===== src/rtl/serial_tx_piso.sv =====
// rtl/serial_tx_piso.sv - MSB-first parallel-in serial-out transmitter
// One-entry holding buffer lets back-to-back words stream with no idle gap.
module serial_tx_piso #(
    parameter int WIDTH = 8
) (
    input  logic             clk,
    input  logic             rst,
    input  logic [WIDTH-1:0] in_data,
    input  logic             in_valid,
    output logic             in_ready,
    input  logic             shift_en,
    output logic             sout,
    output logic             sout_valid,
    output logic             frame_start,
    output logic             busy
);

    localparam int CW = $clog2(WIDTH);
    localparam logic [CW-1:0] LAST = CW'(WIDTH - 1);

    typedef enum logic {
        IDLE  = 1'b0,
        SHIFT = 1'b1
    } state_t;

    state_t            fsm_q, fsm_d;
    logic [WIDTH-1:0]  shreg_q, shreg_d;
    logic [CW-1:0]     cnt_q, cnt_d;
    logic [WIDTH-1:0]  buf_q, buf_d;
    logic              buf_full_q, buf_full_d;
    logic              accept;
    logic              last_edge;

    assign accept    = in_valid & ~buf_full_q;
    assign last_edge = (fsm_q == SHIFT) & shift_en & (cnt_q == LAST);

    always_comb begin
        fsm_d      = fsm_q;
        shreg_d    = shreg_q;
        cnt_d      = cnt_q;
        buf_d      = buf_q;
        buf_full_d = buf_full_q;
        case (fsm_q)
            IDLE: begin
                if (accept) begin
                    shreg_d = in_data;
                    cnt_d   = '0;
                    fsm_d   = SHIFT;
                end
            end
            SHIFT: begin
                if (shift_en) begin
                    if (cnt_q != LAST) begin
                        shreg_d = shreg_q << 1;
                        cnt_d   = cnt_q + CW'(1);
                    end else if (buf_full_q) begin
                        shreg_d    = buf_q;
                        buf_full_d = 1'b0;
                        cnt_d      = '0;
                    end else if (in_valid) begin
                        // Bypass: the word goes straight to the shifter, not the buffer.
                        shreg_d = in_data;
                        cnt_d   = '0;
                    end else begin
                        fsm_d = IDLE;
                        cnt_d = '0;
                    end
                end
                if (accept && !last_edge) begin
                    buf_d      = in_data;
                    buf_full_d = 1'b1;
                end
            end
            default: fsm_d = IDLE;
        endcase
    end

    always_ff @(posedge clk or negedge rst) begin
        if (!rst) begin
            fsm_q      <= IDLE;
            shreg_q    <= '0;
            cnt_q      <= '0;
            buf_q      <= '0;
            buf_full_q <= 1'b0;
        end else begin
            fsm_q      <= fsm_d;
            shreg_q    <= shreg_d;
            cnt_q      <= cnt_d;
            buf_q      <= buf_d;
            buf_full_q <= buf_full_d;
        end
    end

    assign in_ready    = ~buf_full_q;
    assign sout_valid  = (fsm_q == SHIFT);
    assign sout        = sout_valid & shreg_q[WIDTH-1];
    assign frame_start = (fsm_q == SHIFT) & (cnt_q == '0);
    assign busy        = (fsm_q == SHIFT) | buf_full_q;

endmodule


===== config.mk =====
export PLATFORM = sky130hd
export DESIGN_NAME = serial_tx_piso
export DESIGN_NICKNAME = d
export VERILOG_FILES = /design/src/rtl/serial_tx_piso.sv
export SDC_FILE = /design/constraint.sdc
export NUM_CORES = 1
export LEC_CHECK = 0
export ABC_AREA = 0
export CAP_MARGIN = 20
export CORE_AREA = 2 2 60 62
export CTS_CLUSTER_DIAMETER = 100
export DETAILED_ROUTE_END_ITERATION = 6
export DIE_AREA = 0 0 62 64
export PLACE_DENSITY = 0.65
export REMOVE_ABC_BUFFERS = 1
export SYNTH_ARGS = -nofsm -noshare
export SYNTH_HDL_FRONTEND = slang
export SYNTH_SLANG_ARGS = --single-unit

===== constraint.sdc =====
create_clock -name clk -period 2.2 [get_ports clk]
set_clock_uncertainty 0.15 [all_clocks]
set_input_delay 0.44 -clock clk [delete_from_list [all_inputs] [get_ports clk]]
set_output_delay 0.44 -clock clk [all_outputs]
set_load 0.05 [all_outputs]

==> summary.txt, run 1 <==
STA
  • Hold_ws: 0.3127 ns
  • Relative slew slack: 68.85%
  • Final setup TNS: 0 ns
  • Final number of setup-violating endpoints: 0
  • Fmax: 495.0 MHz
  • Final Cycle Share: 91.82%
  • RSZ-0062 raised after global routing: false
  • Slew Limit Fails: 0
  • Final critical-path required period: 2.020 ns
  • Worst Tran Pin Value: 0.4662 ns
  • Final hold viol count: 0

Cells and area
  • Area growth from synthesis to layout: 27.50%
  • Design Area, Final: 1404 um^2
  • Share of cells above drive strength 1: 22.40%
  • End-of-flow core utilization: 42.74%
  • Antenna Cells: 0
  • NumNets Final: 141
  • Most common cell after layout, fill and taps aside: dfrtp_1
  • Commonest non-fill, non-tap cells in the layout: 21 x dfrtp_1, 14 x nand2_1, 11 x clkdlybuf4s50_1

Critical path
  • CP Capture Type: flop
  • Reg2reg setup slack: 0.18 ns
  • Crit path DAT: 2.07 ns
  • Critical R2R Launch: cnt_q[1]
  • R2r endpoint: buf_q[7]
  • CP max FO: 9
  • Required time of the worst setup path: 2.25 ns
  • Launching element type of the critical path: flop
  • R2R depth: 6
  • Setup CP Type: flop to flop

Floorplanning
  • Die area: 3968 um^2
  • Core area: 3284 um^2
  • Row cnt: 21
  • Die Wd: 62 um
  • Initial core utilization: 33.52%
  • Io pins: 17
  • Die Height: 64 um

Job
  • Max Cap Viol: 0

Power and ir drop
  • Maximum VDD drop: 0.3032 mV
  • P_int: 485.4 uW
  • Power share of the sequential group: 62.3%
  • Power per cell area: 446.7 nW/um^2
  • Sw frac: 22.61%
  • Power, Total: 627.1 uW
  • Leak: 0.6131 nW
  • Switching power: 141.8 uW
  • Combinational Power Share: 8.2%
  • Clock power share: 29.6%

Routing
  • DR iter-0 viols: 50
  • TritonRoute pass-1 iters: 4
  • Vias: 855
  • Vias per cell: 5.000
  • Final WL: 2.297 mm
  • Routed Antenna Nets: 0
  • DRC Markers: 0
  • WL/cell: 13.43 um

CTS
  • CTS clk-pin slew, worst paths: 0.12 ns
  • Clock sink count: 21
  • Clock Path Buffers: 2
  • CTS tree: built
  • Number of buffers created by CTS: 3
  • H-tree depth: 1
  • Later-pin clock latency in the skew report: 0.30 ns
  • # hold bufs at CTS: 0
  • Root Buffer: clkbuf_4

Synth
  • Cell taking the most area after synthesis: dfrtp_1
  • Top FF cell, synth: dfrtp_1
  • Ys async rst share: 100.0%
  • Area contributors post-synth: dfrtp_1 48%, mux2_2 7.2%, nand2_1 4.8%, nand4b_1 4.8%, o221ai_1 4.8%
  • #FFs+latches synth: 21
  • Mapped Cells: 104
  • Netlist cell types: 32
  • Sequential share of the synthesized area: 47.73%
  • Post-Syn Area: 1101 um^2
  • EDFF count, synth: 0
  • Top cell type's share of synthesized area: 47.73%
  • Avg Inst Size Synth: 10.59 um^2
  • Yosys synthesis warning count: 0

Global routing
  • First-pass GRT wire length: 3.781 mm
  • Number of global-route vias before repair: 836
  • Antenna violations before repair: 0
  • GRT Total Usage: 12.70%
  • Largest net degree at the start of global routing: 22
  • Gr ovfl total: 0

Place
  • Buffers on Ports: 16
  • Placed Area: 1349 um^2
  • GPL Wtd Cong: 0.7732
  • DP HPWL: 1.676 mm

Outcome
  • Outcome: complete, no violations

Hold path
  • Hold crit path type: input pin to async pin
-- cells by family after synthesis --
group	after synthesis	share of synthesized area [%]
AO/OA/AOI/OAI	27	16.82
adder cells (fa/ha/maj)	3	3.409
buffers and inverters	11	6.135
flip-flops	21	47.73
multiplexers	8	8.069
AND/OR/NAND/NOR	34	17.84
-- cell usage after synthesis, drive strengths merged (3+ instances only) --
library cell   n
dfrtp         21
nand2         15
o21ai         12
mux2           7
inv            6
nand4b         6
o221ai         6
buf            3
ha             3
nor2           3
-- per-stage QoR --
step	setup slack, ns	cells
floorplan	0.003421	99
global placement	0.05691	166
detailed placement	0.001174	166
CTS	0.07001	170
global route	0.03473	171
finish	0.1799	171
-- layer usage --
metal,up-vias,part of all wire (%),routed length [um],global-route usage [%]
met5,-,0,0,0
met4,0,0.44,10,3.989
met3,2,6.0,138,4.453
met2,22,49,1121,19.79
met1,411,45,1027,16.14
li1,420,-,-,-
-- critical path, stage by stage, from the launching register on --
cell and delay [ns]:
dfrtp_1 0.42, ha_1 0.20, ha_1 0.27, nand2_1 0.14, nor3b_4 0.24, buf_12 0.16
mux2_2 0.33
-- power groups by stage --
stage	Clock (mW)	Combinational [mW]	Sequential [mW]
4_1_cts	0.195	0.0521	0.391
6_report	0.186	0.0512	0.390
5_1_grt	0.214	0.0576	0.391
2_1_floorplan	0	0.0144	0.398
3_3_place_gp	0	0.0509	0.398
3_5_place_dp	0	0.0518	0.398
-- worst max path at each step --
stage	startpoint	to	slack (ns)
floorplan	sout_valid	frame_start	0.003
detailed placement	in_valid	buf_q[7]	0.001
finish	cnt_q[1]	buf_q[7]	0.18
CTS	cnt_q[1]	buf_q[6]	0.07
global placement	in_valid	buf_q[5]	0.06
global route	cnt_q[0]	shreg_q[3]	0.03
-- timing repair --
item	4_1_cts	5_1_grt
setup endpoints to repair	0	8
resized for setup	0	1
endpoints found under the hold margin	0	0
buffers inserted	0	1
-- state kept, by name, indices dropped and copies added, names as in the netlist --
name        cells
buf_full_q      1
buf_q           8
cnt_q           3
shreg_q         8
sout_valid      1
-- area by class of cell --
| type | count | area [um^2] |
|---|---|---|
| fillers | 333 | 1881 |
| flip-flops and latches | 21 | 525.5 |
| multi-input cells | 72 | 515.5 |
| repair buffers | 22 | 255.2 |
| well taps | 46 | 57.56 |
| clock buffers | 3 | 22.52 |
| inverters | 6 | 22.52 |
| clock inverters | 1 | 5.005 |
Note: power is estimated with default switching activity, not from simulation.
==> inputs of run 2 (changes only) <==
--- a/config.mk
+++ b/config.mk
@@ -11,6 +11,7 @@
 export CTS_CLUSTER_DIAMETER = 100
 export DETAILED_ROUTE_END_ITERATION = 6
 export DIE_AREA = 0 0 62 64
+export MAX_ROUTING_LAYER = met4
 export PLACE_DENSITY = 0.65
 export REMOVE_ABC_BUFFERS = 1
 export SYNTH_ARGS = -nofsm -noshare
==> summary.txt, run 2 (same netlist as run 1, synthesis figures left out) <==
CTS
  • CTS clk-pin slew, worst paths: 0.12 ns (about the same)
  • Later-pin clock latency in the skew report: 0.30 ns (about the same)
  • Clock Path Buffers: 2 (unchanged)
  • Root Buffer: clkbuf_4 (unchanged)
  • Clock sink count: 21 (unchanged)
  • CTS tree: built (unchanged)
  • H-tree depth: 1 (unchanged)
  • Number of buffers created by CTS: 3 (unchanged)

Critical path
  • Top cell by count, worst path: ha_1 (unchanged)
  • CP max FO: 8 (was 9)
  • Crit path DAT: 2.11 ns (was 2.07 ns)
  • Crit-path cells: ha_1 -> ha_1 -> buf_4 -> a21oi_2 -> o221ai_1 -> o21ai_0 (was ha_1 -> ha_1 -> nand2_1 -> nor3b_4 -> buf_12 -> mux2_2)
  • Launching element type of the critical path: flop (unchanged)
  • Setup CP Type: flop to flop (unchanged)
  • R2R depth: 6 (unchanged)
  • Critical R2R Launch: cnt_q[1] (unchanged)
  • Crit. Startpoint: cnt_q[1] (unchanged)
  • Required time of the worst setup path: 2.28 ns (was 2.25 ns)
  • CP Capture Type: flop (unchanged)
  • CP max-delay cell: dfrtp_1 (unchanged)
  • R2r endpoint: shreg_q[3] (was buf_q[7])
  • Slowest stage delay, CP: 0.42 ns (about the same)
  • Reg2reg setup slack: 0.17 ns (was 0.18 ns)
  • CP endpoint: shreg_q[3] (was buf_q[7])

Place
  • Placed Area: 1349 um^2 (unchanged)
  • DP HPWL: 1.676 mm (unchanged)
  • GPL Wtd Cong: 0.7836 (was 0.7732)
  • Buffers on Ports: 16 (unchanged)

STA
  • Worst Tran Pin Value: 0.4617 ns (was 0.4662 ns)
  • RSZ-0062 raised after global routing: false (unchanged)
  • Fmax: 492.6 MHz (was 495.0 MHz)
  • Final critical-path required period: 2.030 ns (was 2.020 ns)
  • Final number of setup-violating endpoints: 0 (unchanged)
  • Final setup TNS: 0 ns (unchanged)
  • Slew Limit Fails: 0 (unchanged)
  • Final Cycle Share: 92.27% (was 91.82%)
  • Final hold viol count: 0 (unchanged)
  • Relative slew slack: 69.15% (was 68.85%)

Global routing
  • Gr ovfl total: 0 (unchanged)
  • Largest net degree at the start of global routing: 22 (unchanged)
  • GRT Total Usage: 13.07% (was 12.70%)
  • Antenna violations before repair: 0 (unchanged)
  • First-pass GRT wire length: 3.795 mm (was 3.781 mm)
  • Number of global-route vias before repair: 833 (was 836)

Power and ir drop
  • Power, Total: 628.5 uW (was 627.1 uW)
  • Power per cell area: 449.3 nW/um^2 (was 446.7 nW/um^2)
  • Leak: 0.6159 nW (was 0.6131 nW)
  • Maximum VDD drop: 0.3368 mV (was 0.3032 mV)

Cells and area
  • NumNets Final: 142 (was 141)
  • Share of cells above drive strength 1: 23.02% (was 22.40%)
  • Top Registers: buf_q x8, shreg_q x8, cnt_q x3 (unchanged)
  • Antenna Cells: 0 (unchanged)
  • Most common cell after layout, fill and taps aside: dfrtp_1 (unchanged)
  • Commonest non-fill, non-tap cells in the layout: 21 x dfrtp_1, 14 x nand2_1, 11 x clkdlybuf4s50_1 (unchanged)
  • Area growth from synthesis to layout: 27.05% (was 27.50%)
  • Design Area, Final: 1399 um^2 (was 1404 um^2)

Floorplanning
  • Initial core utilization: 33.52% (unchanged)
  • Die area: 3968 um^2 (unchanged)
  • Io pins: 17 (unchanged)
  • Core area: 3284 um^2 (unchanged)
  • Die Height: 64 um (unchanged)
  • Die Wd: 62 um (unchanged)
  • Row cnt: 21 (unchanged)

Routing
  • Final WL: 2.295 mm (was 2.297 mm)
  • TritonRoute pass-1 iters: 4 (unchanged)
  • Routed Antenna Nets: 0 (unchanged)
  • Vias per cell: 5.023 (was 5.000)
  • DRC Markers: 0 (unchanged)
  • DR iter-0 viols: 22 (was 50)
  • Vias: 864 (was 855)
  • WL/cell: 13.34 um (was 13.43 um)

Job
  • Max Cap Viol: 0 (unchanged)

Hold path
  • Hold crit path type: input pin to async pin (unchanged)

Outcome
  • Outcome: complete, no violations (unchanged)
==> run 2: area by class of cell <==
cell class / instances / area, um^2
clock buffers: 3 / 22.52
clock inverters: 1 / 5.005
fillers: 333 / 1886
inverters: 6 / 22.52
multi-input cells: 72 / 515.5
flip-flops and latches: 21 / 525.5
well taps: 46 / 57.56
repair buffers: 23 / 250.2
==> run 2: repair_timing <==
item | 4_1_cts | 5_1_grt
hold buffers | 0 | 0
setup endpoints to repair | 0 | 9
setup buffers | 0 | 2
gates resized for setup | 0 | 1
==> run 2: power by group <==
group          internal (mW)  switching [mW]  total, mW  leakage (nW)
Combinational         0.0289          0.0224     0.0513         0.321
Sequential             0.389         0.00178      0.390         0.277
Clock                 0.0678           0.119      0.187        0.0177
==> run 2: worst min path at each step <==
stage,from,slack (ns),endpoint
3_5_place_dp,shreg_q[7],0.31,shreg_q[7]
5_1_grt,rst,0.32,shreg_q[7]
3_3_place_gp,shreg_q[7],0.31,shreg_q[7]
4_1_cts,rst,0.32,shreg_q[7]
6_report,rst,0.31,shreg_q[7]
2_1_floorplan,rst,-0.006,buf_full_q
==> run 2: metal layers <==
metal	vias to the layer above	part of all wire [%]	GRT usage [%]
met5	-	0	-
met4	0	0.44	3.989
met3	2	6.0	4.453
met2	21	51	19.53
met1	419	43	16.52
li1	422	-	-
==> run 2: worst max-delay path, delay by kind of cell (launching register included) <==
family          cells  cell delay [ns]
compound gates      3             0.70
fa+ha+maj           2             0.48
buf+inv             1             0.20
flops               1             0.42
==> run 2: stage by stage <==
stage,utilization [%],setup slack (ns),hold slack [ns],std cells
4_1_cts,41.90,0.07001,0.3151,170
5_1_grt,42.59,0.03479,0.3246,172
3_3_place_gp,41.07,0.05691,0.3080,166
6_report,42.59,0.1702,0.3119,172
3_5_place_dp,41.07,0.001174,0.3133,166
2_1_floorplan,-,0.003421,-0.005591,99
==> inputs of run 3 (changes only) <==
--- a/config.mk
+++ b/config.mk
@@ -13,7 +13,6 @@
 export DIE_AREA = 0 0 62 64
 export MAX_ROUTING_LAYER = met4
 export PLACE_DENSITY = 0.65
-export REMOVE_ABC_BUFFERS = 1
 export SYNTH_ARGS = -nofsm -noshare
 export SYNTH_HDL_FRONTEND = slang
 export SYNTH_SLANG_ARGS = --single-unit
==> summary.txt, run 3 (same netlist as run 1, synthesis figures left out) <==
Power and ir drop
  • Power per cell area: 451.2 nW/um^2 (was 449.3 nW/um^2)
  • Leak: 0.6107 nW (was 0.6159 nW)
  • Power, Total: 631.2 uW (was 628.5 uW)
  • Maximum VDD drop: 0.1442 mV (was 0.3368 mV)

Floorplanning
  • Row cnt: 21 (unchanged)
  • Core area: 3284 um^2 (unchanged)
  • Die Height: 64 um (unchanged)
  • Die Wd: 62 um (unchanged)
  • Die area: 3968 um^2 (unchanged)
  • Io pins: 17 (unchanged)
  • Initial core utilization: 33.52% (unchanged)

STA
  • Final critical-path required period: 1.966 ns (was 2.030 ns)
  • Final setup TNS: 0 ns (unchanged)
  • Final hold viol count: 0 (unchanged)
  • Fmax: 508.6 MHz (was 492.6 MHz)
  • Setup ws final: 0.2339 ns (was 0.1702 ns)
  • Slew Limit Fails: 0 (unchanged)
  • Final Cycle Share: 89.37% (was 92.27%)
  • Final number of setup-violating endpoints: 0 (unchanged)
  • Worst Tran Pin Value: 0.5783 ns (was 0.4617 ns)
  • RSZ-0062 raised after global routing: false (unchanged)
  • Relative slew slack: 61.45% (was 69.15%)
  • Hold_ws: 0.3114 ns (was 0.3119 ns)

Cells and area
  • Layout Cells excl Fill: 171 (was 172)
  • Design Area, Final: 1399 um^2 (unchanged)
  • Most common cell after layout, fill and taps aside: dfrtp_1 (unchanged)
  • NumNets Final: 141 (was 142)
  • Antenna Cells: 0 (unchanged)
  • Top Registers: buf_q x8, shreg_q x8, cnt_q x3 (unchanged)
  • Share of cells above drive strength 1: 23.20% (was 23.02%)
  • Commonest non-fill, non-tap cells in the layout: 21 x dfrtp_1, 14 x nand2_1, 11 x clkdlybuf4s50_1 (unchanged)
  • End-of-flow core utilization: 42.59% (unchanged)
  • Area growth from synthesis to layout: 27.05% (unchanged)

Critical path
  • Launching element type of the critical path: flop (unchanged)
  • Crit path DAT: 2.04 ns (was 2.11 ns)
  • Required time of the worst setup path: 2.27 ns (was 2.28 ns)
  • Setup CP Type: flop to flop (unchanged)
  • CP Capture Type: flop (unchanged)
  • CP max FO: 11 (was 8)

Place
  • Placed Area: 1371 um^2 (was 1349 um^2)
  • Placed Cells: 167 (was 166)
  • Pre-CTS setup slack: 0.03375 ns (was 0.001174 ns)
  • Buffers on Ports: 16 (unchanged)
  • DP HPWL: 1.744 mm (was 1.676 mm)
  • GPL Wtd Cong: 0.8345 (was 0.7836)

CTS
  • CTS clk-pin slew, worst paths: 0.13 ns (was 0.12 ns)
  • # hold bufs at CTS: 0 (unchanged)
  • Post-CTS setup buffer count: 0 (unchanged)
  • H-tree depth: 1 (unchanged)
  • Post_cts resized: 0 (unchanged)
  • Root Buffer: clkbuf_4 (unchanged)
  • Clock sink count: 21 (unchanged)
  • CTS tree: built (unchanged)
  • Clock Path Buffers: 2 (unchanged)
  • Later-pin clock latency in the skew report: 0.30 ns (about the same)
  • Number of buffers created by CTS: 3 (unchanged)

Global routing
  • Met3 Use GR: 2.632% (was 4.453%)
  • GRT Total Usage: 13.25% (was 13.07%)
  • Largest net degree at the start of global routing: 22 (unchanged)
  • Antenna violations before repair: 0 (unchanged)
  • Gr busiest metal: met2 (unchanged)
  • Number of global-route vias before repair: 920 (was 833)
  • Gr ovfl total: 0 (unchanged)
  • Met1 Use GR: 16.02% (was 16.52%)
  • First-pass GRT wire length: 3.946 mm (was 3.795 mm)
  • GR Layer Usage met2: 20.05% (was 19.53%)

Job
  • Max Cap Viol: 0 (unchanged)

Outcome
  • Outcome: complete, no violations (unchanged)

Routing
  • DRC Markers: 0 (unchanged)
  • Final WL: 2.382 mm (was 2.295 mm)
  • DR iter-0 viols: 42 (was 22)
  • Vias per cell: 5.135 (was 5.023)
  • TritonRoute pass-1 iters: 4 (unchanged)
  • WL/cell: 13.93 um (was 13.34 um)
  • Routed Antenna Nets: 0 (unchanged)
  • Vias: 878 (was 864)

Synth
  • Mapped Nets: 119

Hold path
  • Hold crit path type: input pin to async pin (unchanged)
## run 3: cell types whose count changed in the layout (fill, tap and decap cells not counted)
cell	change
o22ai_2	+1
o22ai_4	-1
buf_12	+1
nor2_1	-1
buf_4	-2
nor2_2	+1
## run 3: power breakdown
group	switching [mW]	internal (mW)
combinational	0.0218	0.0278
sequential	0.00207	0.389
clock	0.123	0.0677
## run 3: routing by layer
metal,vias to the layer above,wire length (um)
met5,-,0
met4,0,46
met3,4,96
met2,23,1168
met1,432,1071
li1,419,-
## run 3: area by class of cell
| class | instances | area [um^2] |
|---|---|---|
| fillers | 313 | 1886 |
| flip-flops and latches | 21 | 525.5 |
| multi-input cells | 72 | 510.5 |
| repair buffers | 22 | 255.2 |
| well taps | 46 | 57.56 |
| clock buffers | 3 | 22.52 |
| inverters | 6 | 22.52 |
| clock inverters | 1 | 5.005 |
## run 3: final timing paths
kind | startpoint | endpoint | slack, ns | depth (start not counted)
worst max-delay path | cnt_q[1] | shreg_q[2] | 0.23 | 6
worst min-delay path | rst | sout_valid | 0.31 | 2
worst max register to register | cnt_q[1] | shreg_q[2] | 0.23 | 6
worst min register to register | shreg_q[7] | shreg_q[7] | 0.35 | 2
max in group asynchronous | rst | buf_q[1] | 1.37 | 2
min in group clk | shreg_q[7] | shreg_q[7] | 0.35 | 2
## run 3: critical path: stages, from the launching register on
cell      delay (ns)
dfrtp_1         0.43
ha_1            0.20
ha_1            0.23
buf_4           0.20
a21oi_2         0.33
o221ai_1        0.17
o21ai_0         0.18
